==> src/rtl/kgp_risc_pkg.sv <==
// Purpose: shared KGP-RISC opcode constants, default widths and writeback select encodings.
// Latency: n/a (constants and types only).
// Backpressure: n/a.
package kgp_risc_pkg;

    localparam int DATA_W_DEFAULT = 32;
    localparam int ADDR_W_DEFAULT = 5;

    localparam logic [5:0] OP_ALU_R = 6'b000000;
    localparam logic [5:0] OP_ALU_I = 6'b000001;
    localparam logic [5:0] OP_LW    = 6'b000010;
    localparam logic [5:0] OP_SW    = 6'b000011;
    localparam logic [5:0] OP_BR    = 6'b000100;
    localparam logic [5:0] OP_BL    = 6'b000101;

    // Which value feeds the register-file write data
    typedef enum logic [1:0] {
        SRC_ZERO = 2'd0,
        SRC_ALU  = 2'd1,
        SRC_MEM  = 2'd2,
        SRC_RA   = 2'd3
    } wbSrc_t;

    // Which value feeds the register-file write address
    typedef enum logic [1:0] {
        ADDR_ZERO = 2'd0,
        ADDR_RS   = 2'd1,
        ADDR_LINK = 2'd2
    } wbAddrSel_t;

endpackage

==> src/rtl/wb_decode.sv <==
// Purpose: pure combinational writeback decode of opcode into write enable and source/address selects.
// Latency: combinational, zero cycles.
// Backpressure: none; decodes every cycle.
module wb_decode
    import kgp_risc_pkg::*;
(
    input  logic [5:0]  opcode,
    output logic        regWrite,
    output wbSrc_t      srcSel,
    output wbAddrSel_t  addrSel
);

    // Map each opcode to its writeback behaviour; unknown opcodes never write
    always_comb begin
        regWrite = 1'b0;
        srcSel   = SRC_ZERO;
        addrSel  = ADDR_ZERO;
        unique case (opcode)
            OP_ALU_R, OP_ALU_I: begin
                regWrite = 1'b1;
                srcSel   = SRC_ALU;
                addrSel  = ADDR_RS;
            end
            OP_LW: begin
                regWrite = 1'b1;
                srcSel   = SRC_MEM;
                addrSel  = ADDR_RS;
            end
            OP_BL: begin
                regWrite = 1'b1;
                srcSel   = SRC_RA;
                addrSel  = ADDR_LINK;
            end
            default: begin
                regWrite = 1'b0;
                srcSel   = SRC_ZERO;
                addrSel  = ADDR_ZERO;
            end
        endcase
    end

endmodule

==> src/rtl/write_address.sv <==
// Purpose: writeback stage; selects register-file write address/data/enable from the decoded opcode.
// Latency: one clk cycle, inputs at edge N appear on outputs after edge N.
// Backpressure: none; a new instruction is accepted every cycle.
module write_address
    import kgp_risc_pkg::*;
#(
    parameter int DATA_W   = DATA_W_DEFAULT,
    parameter int ADDR_W   = ADDR_W_DEFAULT,
    parameter int LINK_REG = 31
) (
    input  logic              clk,
    input  logic              rst,
    input  logic [5:0]        opcode,
    input  logic [ADDR_W-1:0] rsAddr,
    input  logic [DATA_W-1:0] ALUOut,
    input  logic [DATA_W-1:0] ra,
    input  logic [DATA_W-1:0] MemOut,
    output logic [ADDR_W-1:0] wrAddr,
    output logic              RegWrite,
    output logic [DATA_W-1:0] wrData
);

    localparam logic [ADDR_W-1:0] LINK_ADDR = ADDR_W'(LINK_REG);

    logic              decWrite;
    wbSrc_t            decSrc;
    wbAddrSel_t        decAddr;
    logic [ADDR_W-1:0] nextAddr;
    logic [DATA_W-1:0] nextData;

    wb_decode uDecode (
        .opcode   (opcode),
        .regWrite (decWrite),
        .srcSel   (decSrc),
        .addrSel  (decAddr)
    );

    // Select write data; non-writing opcodes drive zero so idle outputs stay clean
    always_comb begin
        nextData = '0;
        unique case (decSrc)
            SRC_ALU:  nextData = ALUOut;
            SRC_MEM:  nextData = MemOut;
            SRC_RA:   nextData = ra;
            default:  nextData = '0;
        endcase
    end

    // Select write address; branch-and-link ignores rsAddr and targets the link register
    always_comb begin
        nextAddr = '0;
        unique case (decAddr)
            ADDR_RS:   nextAddr = rsAddr;
            ADDR_LINK: nextAddr = LINK_ADDR;
            default:   nextAddr = '0;
        endcase
    end

    // Register outputs; reset discards whatever instruction is sampled on that edge
    always_ff @(posedge clk) begin
        if (rst) begin
            wrAddr   <= '0;
            wrData   <= '0;
            RegWrite <= 1'b0;
        end else begin
            wrAddr   <= nextAddr;
            wrData   <= nextData;
            RegWrite <= decWrite;
        end
    end

endmodule

==> config.mk <==
export PLATFORM = sky130hd
export DESIGN_NAME = write_address
export DESIGN_NICKNAME = d
export VERILOG_FILES = /design/src/rtl/kgp_risc_pkg.sv /design/src/rtl/wb_decode.sv /design/src/rtl/write_address.sv
export SDC_FILE = /design/constraint.sdc
export NUM_CORES = 1
export LEC_CHECK = 0
export ABC_CLOCK_PERIOD_IN_PS = 2400
export BUFFER_PORTS_ARGS = -buffer_cell sky130_fd_sc_hd__buf_2
export CAP_MARGIN = 20
export CORE_ASPECT_RATIO = 1.75
export CORE_MARGIN = 4
export CORE_UTILIZATION = 30
export DETAILED_ROUTE_END_ITERATION = 16
export HOLD_SLACK_MARGIN = 0.12
export PLACE_DENSITY = 0.74
export SYNTH_ARGS = -nofsm -noshare
export SYNTH_HDL_FRONTEND = slang
export SYNTH_SLANG_ARGS = --single-unit
==> constraint.sdc <==
create_clock -name clk -period 2.4 [get_ports clk]
set_input_delay 0.24 -clock clk [delete_from_list [all_inputs] [get_ports clk]]
set_output_delay 0.24 -clock clk [all_outputs]
set_load 0.05 [all_outputs]
==> results of run 1 <==
==> worst max-delay path by stage <==
stage | startpoint | endpoint | slack (ns) | cells after the start
4_1_cts | opcode[1] | wrData[31] | 0.80 | 5
5_1_grt | opcode[1] | wrData[4] | 0.67 | 5
3_3_place_gp | opcode[1] | wrData[31] | 0.58 | 5
6_report | opcode[1] | wrData[31] | 0.86 | 5
3_5_place_dp | opcode[1] | wrData[31] | 0.50 | 5
2_1_floorplan | opcode[5] | wrAddr[0] | 0.88 | 4
==> kinds of logic after synthesis <==
logic type / after synthesis / synth area share (%)
AO/OA/AOI/OAI: 70 / 32.93
buffers and inverters: 20 / 6.693
adder cells (fa/ha/maj): 2 / 1.338
flip-flops: 38 / 40.70
AND/OR/NAND/NOR: 46 / 18.34
==> layout make-up <==
class | count | share of cell area [%]
repair buffers | 151 | 28.61
inverters | 4 | 0.5502
clock buffers | 7 | 3.164
multi-input cells | 118 | 36.04
clock inverters | 1 | 0.1834
flip-flops and latches | 38 | 27.88
well taps | 78 | 3.576
==> sequential cells by signal, indices dropped and copies added, names as in the netlist <==
register / flops
wrData: 32
wrAddr: 5
RegWrite: 1
==> Yosys cell counts <==
master      n
and2_1      1
nor2_2      1
a21oi_1     7
or3_1       2
a2111oi_4   1
a21oi_2    30
ha_1        2
nand2_1     1
a22oi_1    22
nor3_1      5
buf_2      10
nand3b_1   32
nor3b_4     1
nor2b_1     1
nand2b_1    1
buf_4       2
buf_6       4
nand3_4     1
inv_1       3
a22oi_2    10
dfxtp_1    38
inv_2       1
==> worst max-delay path: cells and delay by family <==
kind                   cells  cell delay, ns
buffers and inverters      2            0.64
AND/OR/NAND/NOR            1            0.56
AO/OA/AOI/OAI              2            0.28
==> routing by layer <==
layer | track usage (%) | vias up
met4 | 6.233 | 0
li1 | - | 939
met5 | 0 | -
met1 | 15.33 | 868
met2 | 29.08 | 74
met3 | 1.902 | 9
==> per-stage QoR <==
stage / utilization (%) / cells
final: 45.69 / 397
after global routing: 45.69 / 397
after CTS: 45.69 / 397
after detailed placement: 44.17 / 389
after global placement: 44.17 / 389
after floorplan: - / 176
==> power by group <==
| group | internal, mW | total [mW] | leakage (nW) | switching (mW) |
|---|---|---|---|---|
| Clock | 0.232 | 0.449 | 0.0482 | 0.217 |
| Combinational | 0.110 | 0.229 | 0.839 | 0.119 |
| Sequential | 0.634 | 0.635 | 0.306 | 0.000992 |
| Total | 0.976 | 1.31 | 1.19 | 0.337 |
==> flow_metrics.tcl, run 1 <==
set metrics [dict create \
    arrival_ns 1.73 \
    drv_slew 0 \
    finalCriticalPeriod_ns 1.536 \
    cts-root-buf "clkbuf_8" \
    fin_tns_setup_ns 0 \
    portBuffers 146 \
    hp-class "in2reg" \
    hp-start "rst" \
    finalSetupViolations 0 \
    routed.top_layer "met4" \
    grt_pass1_wl_mm 8.714 \
    dr.first_iter.drc_count 117 \
    fin_crit_sh_pct 63.99 \
    dp_hpwl_mm 4.663 \
    synth_cell_types 22 \
    cp.required_ns 2.60 \
    max_freq_mhz 651.1 \
    viasPerCell 4.761 \
    power_mw 1.314 \
    cts_buffer_depth 2 \
    htreeDepth 2 \
    route.detailed.drc 0 \
    drt-total-wl_mm 5.883 \
    pin_count 147 \
    worstSetupStartpointType "input pin" \
    avgSynthCellArea_um2 10.62 \
    nets 429 \
    synth_area_um2 1869 \
    core_um2 5972 \
    cap_violations 0 \
    p_leak_nw 1.193 \
    die_h_um 112.4 \
    yosysTopAreaCellShare_pct 40.70 \
    crit_chain "buf_2, nor2_2, buf_4, a22oi_1, a21oi_2" \
    whs_path_depth 2 \
    rsz0062_at_grt "false" \
    gp_congestion 0.8024 \
    dr.pass1.iters 4 \
    postCtsHoldBufs 0 \
    vdd_ir_drop_max_uv 232.0 \
    syn_inst 176 \
    cts_resized 0 \
    die_x_um 67.67 \
    yosys.area.top_type "dfxtp_1" \
    vias 1890 \
    critPathKind "in2reg" \
    power_density_nw_per_um2 481.3 \
    drive_gt1_share_pct 63.64 \
    fill_cells 585 \
    wirelength_met1_mm 1.990 \
    track_usage_pct 15.12 \
    antenna_found_initial 0 \
    grt_pass1_vias 1871 \
    outcome "complete, no violations" \
    ys_seq_area_share_pct 40.70 \
    cts_tree "done" \
    rows 37 \
    cp-end-kind "flip-flop" \
    slew_headroom_pct 60.18 \
    final_cell_mix "146 x buf_2, 38 x dfxtp_1, 32 x nand3b_1, 30 x a21oi_2, 22 x a22oi_1" \
    ys_top_cells_by_area "dfxtp_1 41%, a21oi_2 14%, nand3b_1 13%, a22oi_1 8.8%, a22oi_2 6.7%" \
    design_area_um2 2729 \
    grt_max_degree 37 \
    wl_met3_um 360 \
    antenna_left 0 \
    cp_max_fo 36 \
    multi_input_area_um2 983.4 \
    start_util_pct 31.30 \
    cts_setup_buffers 0 \
    seq_area_um2 760.7 \
    postPlaceCellArea_um2 2638 \
    antennaDiodeCount 0 \
    grt_overflow 0 \
    cts_made_buffers 5 \
    clkTransAtPathRegs_ns 0.08 \
    max_slew.worst_pin.slew_ns 0.5967 \
    yosysWarnings 0 \
    clock-sinks 38 \
    crit_slowest_cell "nor2_2" \
    synthToLayoutAreaGrowth_pct 45.98 \
    yosys_register_bits 38 \
    setup_ws_ns 0.8642 \
    final_common_cell "buf_2" \
    met2_length_mm 3.403 \
    worst_hold_slack_ns 0.1980 \
    finalHoldViolCount 0 \
    critPathMaxStageDelay_ns 0.56 \
    syn_nets 287 \
    wl_per_cell_um 14.82 \
    hold_end "wrAddr[3]" \
    pre_cts_ws_ns 0.5021 \
    die_area_um2 7608 \
]
Power figures use the tool's default switching activity.
==> run 2, diff against run 1 <==
--- a/config.mk
+++ b/config.mk
@@ -5,7 +5,7 @@
 export SDC_FILE = /design/constraint.sdc
 export NUM_CORES = 1
 export LEC_CHECK = 0
-export ABC_CLOCK_PERIOD_IN_PS = 2400
+export ABC_CLOCK_PERIOD_IN_PS = 1400
 export BUFFER_PORTS_ARGS = -buffer_cell sky130_fd_sc_hd__buf_2
 export CAP_MARGIN = 20
 export CORE_ASPECT_RATIO = 1.75
@@ -13,7 +13,7 @@
 export CORE_UTILIZATION = 30
 export DETAILED_ROUTE_END_ITERATION = 16
 export HOLD_SLACK_MARGIN = 0.12
-export PLACE_DENSITY = 0.74
+export PLACE_DENSITY = 0.76
 export SYNTH_ARGS = -nofsm -noshare
 export SYNTH_HDL_FRONTEND = slang
 export SYNTH_SLANG_ARGS = --single-unit
==> constraint.sdc (replaced) <==
create_clock -name clk -period 1.4 [get_ports clk]
set_input_delay 0.14 -clock clk [delete_from_list [all_inputs] [get_ports clk]]
set_output_delay 0.14 -clock clk [all_outputs]
set_load 0.05 [all_outputs]
==> run 2 against run 1 <==
Compared with the run above:
- via count up 8.5%
- clock-buffer cell count fell by 1
- hold slack worse by 0.068 ns
- cell area up 9.9%
- core utilization grew 4.5 points
- routed wire length is 9.4% higher
- first-iteration DRC count fell by 18%
- combinational power grew 100%
- critical path depth increased by 2
==> flow_metrics.tcl, run 2 (synthesized netlist as in run 1, its figures left out) <==
set metrics [dict create \
    outcome "complete, no violations" \
    fill_cells 580 \
    drive_gt1_share_pct 62.10 \
    p_leak_nw 1.313 \
    start_util_pct 31.30 \
    max_slew.worst_pin.slew_ns 0.2824 \
    final_common_cell "buf_2" \
    slew_headroom_pct 81.30 \
    dp_hpwl_mm 4.823 \
    finalHoldViolCount 0 \
    grt_max_degree 19 \
    core_um2 5972 \
    nets 455 \
    vdd_ir_drop_max_uv 401.7 \
    fin_crit_sh_pct 92.45 \
    drt-total-wl_mm 6.435 \
    multi_input_area_um2 1001 \
    route.detailed.drc 0 \
    cp_max_fo 5 \
    worstSetupStartpointType "input pin" \
    cts-root-buf "clkbuf_8" \
    cp.required_ns 1.60 \
    hold_end "wrData[20]" \
    dr.pass1.iters 5 \
    largest_register "wrData" \
    clkTransAtPathRegs_ns 0.07 \
    p_sw_uw 572.5 \
    hp-start "ra[20]" \
    cts_tree "done" \
    cap_violations 0 \
    critPathKind "in2reg" \
    max_freq_mhz 772.6 \
    largest_reg_flops 32 \
    die_area_um2 7608 \
    hp-class "in2reg" \
    antenna_found_initial 0 \
    rows 37 \
    largest_registers "wrData (32), wrAddr (5), RegWrite (1)" \
    power_mw 2.279 \
    htreeDepth 2 \
    cts_made_buffers 5 \
    wl_per_cell_um 15.29 \
    grt_overflow 0 \
    grt_pass1_vias 2084 \
    synthToLayoutAreaGrowth_pct 60.51 \
    power_frac_clock_pct 32.1 \
    power_density_nw_per_um2 759.5 \
    viasPerCell 4.869 \
    arrival_ns 1.50 \
    rsz0062_at_grt "false" \
    seq_area_um2 760.7 \
    antenna_left 0 \
    grt_pass1_wl_mm 9.846 \
    antennaDiodeCount 0 \
    clock-sinks 38 \
    dr.first_iter.drc_count 96 \
    p_int_mw 1.706 \
    switching_share_pct 25.12 \
    portBuffers 146 \
    track_usage_pct 17.08 \
    die_x_um 67.67 \
    fin_tns_setup_ns 0 \
    combPwrFrac_pct 20.1 \
    final_cell_mix "146 x buf_2, 38 x dfxtp_1, 32 x nand3b_1, 30 x a21oi_2, 22 x a22oi_1" \
    whs_path_depth 3 \
    gp_congestion 0.7708 \
    seqPwrFrac_pct 47.8 \
    vias 2050 \
    pin_count 147 \
    drv_slew 0 \
    finalCriticalPeriod_ns 1.294 \
    cts_buffer_depth 2 \
    finalSetupViolations 0 \
    die_h_um 112.4 \
    cp-end-kind "flip-flop" \
    cts_setup_buffers 0 \
]
-- run 2: cell types whose count changed in the layout (fill, tap and decap cells not counted), sizes merged --
cell and change:
clkbuf -1, clkinv -1, dlygate4sd3 +17, buf +9
-- run 2: per-layer routing --
layer	wire [µm]	vias to the layer above	GRT usage [%]	part of all wire [%]
met5	0	-	0	0
met4	166	0	7.859	2.6
met3	393	13	2.603	6.1
met2	3771	87	32.99	59
met1	2104	962	16.54	33
li1	-	988	-	-
-- run 2: power groups by stage --
stage          registers, mW  logic (mW)  clock network [mW]
3_5_place_dp            1.11       0.418                   0
3_3_place_gp            1.11       0.408                   0
6_report                1.09       0.458               0.731
4_1_cts                 1.09       0.455               0.766
2_1_floorplan           1.14       0.168                   0
5_1_grt                 1.09       0.500               0.808
-- run 2: worst max-delay path by stage --
stage | from | cells past startpoint | slack (ns) | end
detailed placement | opcode[5] | 7 | -0.19 | wrAddr[2]
CTS | opcode[5] | 7 | 0.11 | wrAddr[2]
global placement | opcode[5] | 7 | -0.13 | wrAddr[2]
finish | opcode[5] | 7 | 0.11 | wrAddr[2]
global route | opcode[5] | 7 | 0.02 | wrAddr[2]
floorplan | opcode[0] | 6 | 0.002 | wrAddr[0]
-- run 2: stage by stage --
| stage | hold WS (ns) | worst slack (ns) | std cells | utilization [%] | cell area (µm²) |
|---|---|---|---|---|---|
| detailed placement | 0.3902 | -0.1930 | 398 | 45.93 | 2743 |
| global placement | 0.3881 | -0.1326 | 398 | 45.93 | 2743 |
| global route | 0.1200 | 0.01636 | 421 | 50.24 | 3000 |
| finish | 0.1304 | 0.1057 | 421 | 50.24 | 3000 |
| CTS | 0.1207 | 0.1093 | 420 | 49.99 | 2985 |
| floorplan | 0.2168 | 0.001818 | 176 | - | 1882 |
-- run 2: repair_timing --
item / in CTS / in global routing
resized for setup: 0 / 1
hold buffers: 16 / 1
endpoints found under the setup margin: 0 / 1
endpoints found under the hold margin: 20 / 1
-- run 2: area by class of cell --
class / instances / area share [%]
sequential: 38 / 25.35
multi-input combinational: 118 / 33.36
inverter: 4 / 0.5004
clock buffer: 6 / 2.752
tap: 78 / 3.253
timing repair buffer: 177 / 34.78
-- run 2: critical path: stages --
cell,delay (ns)
buf_2,0.10
or3_1,0.35
or3_1,0.41
inv_1,0.08
ha_1,0.22
a21oi_1,0.06
nor3_1,0.14
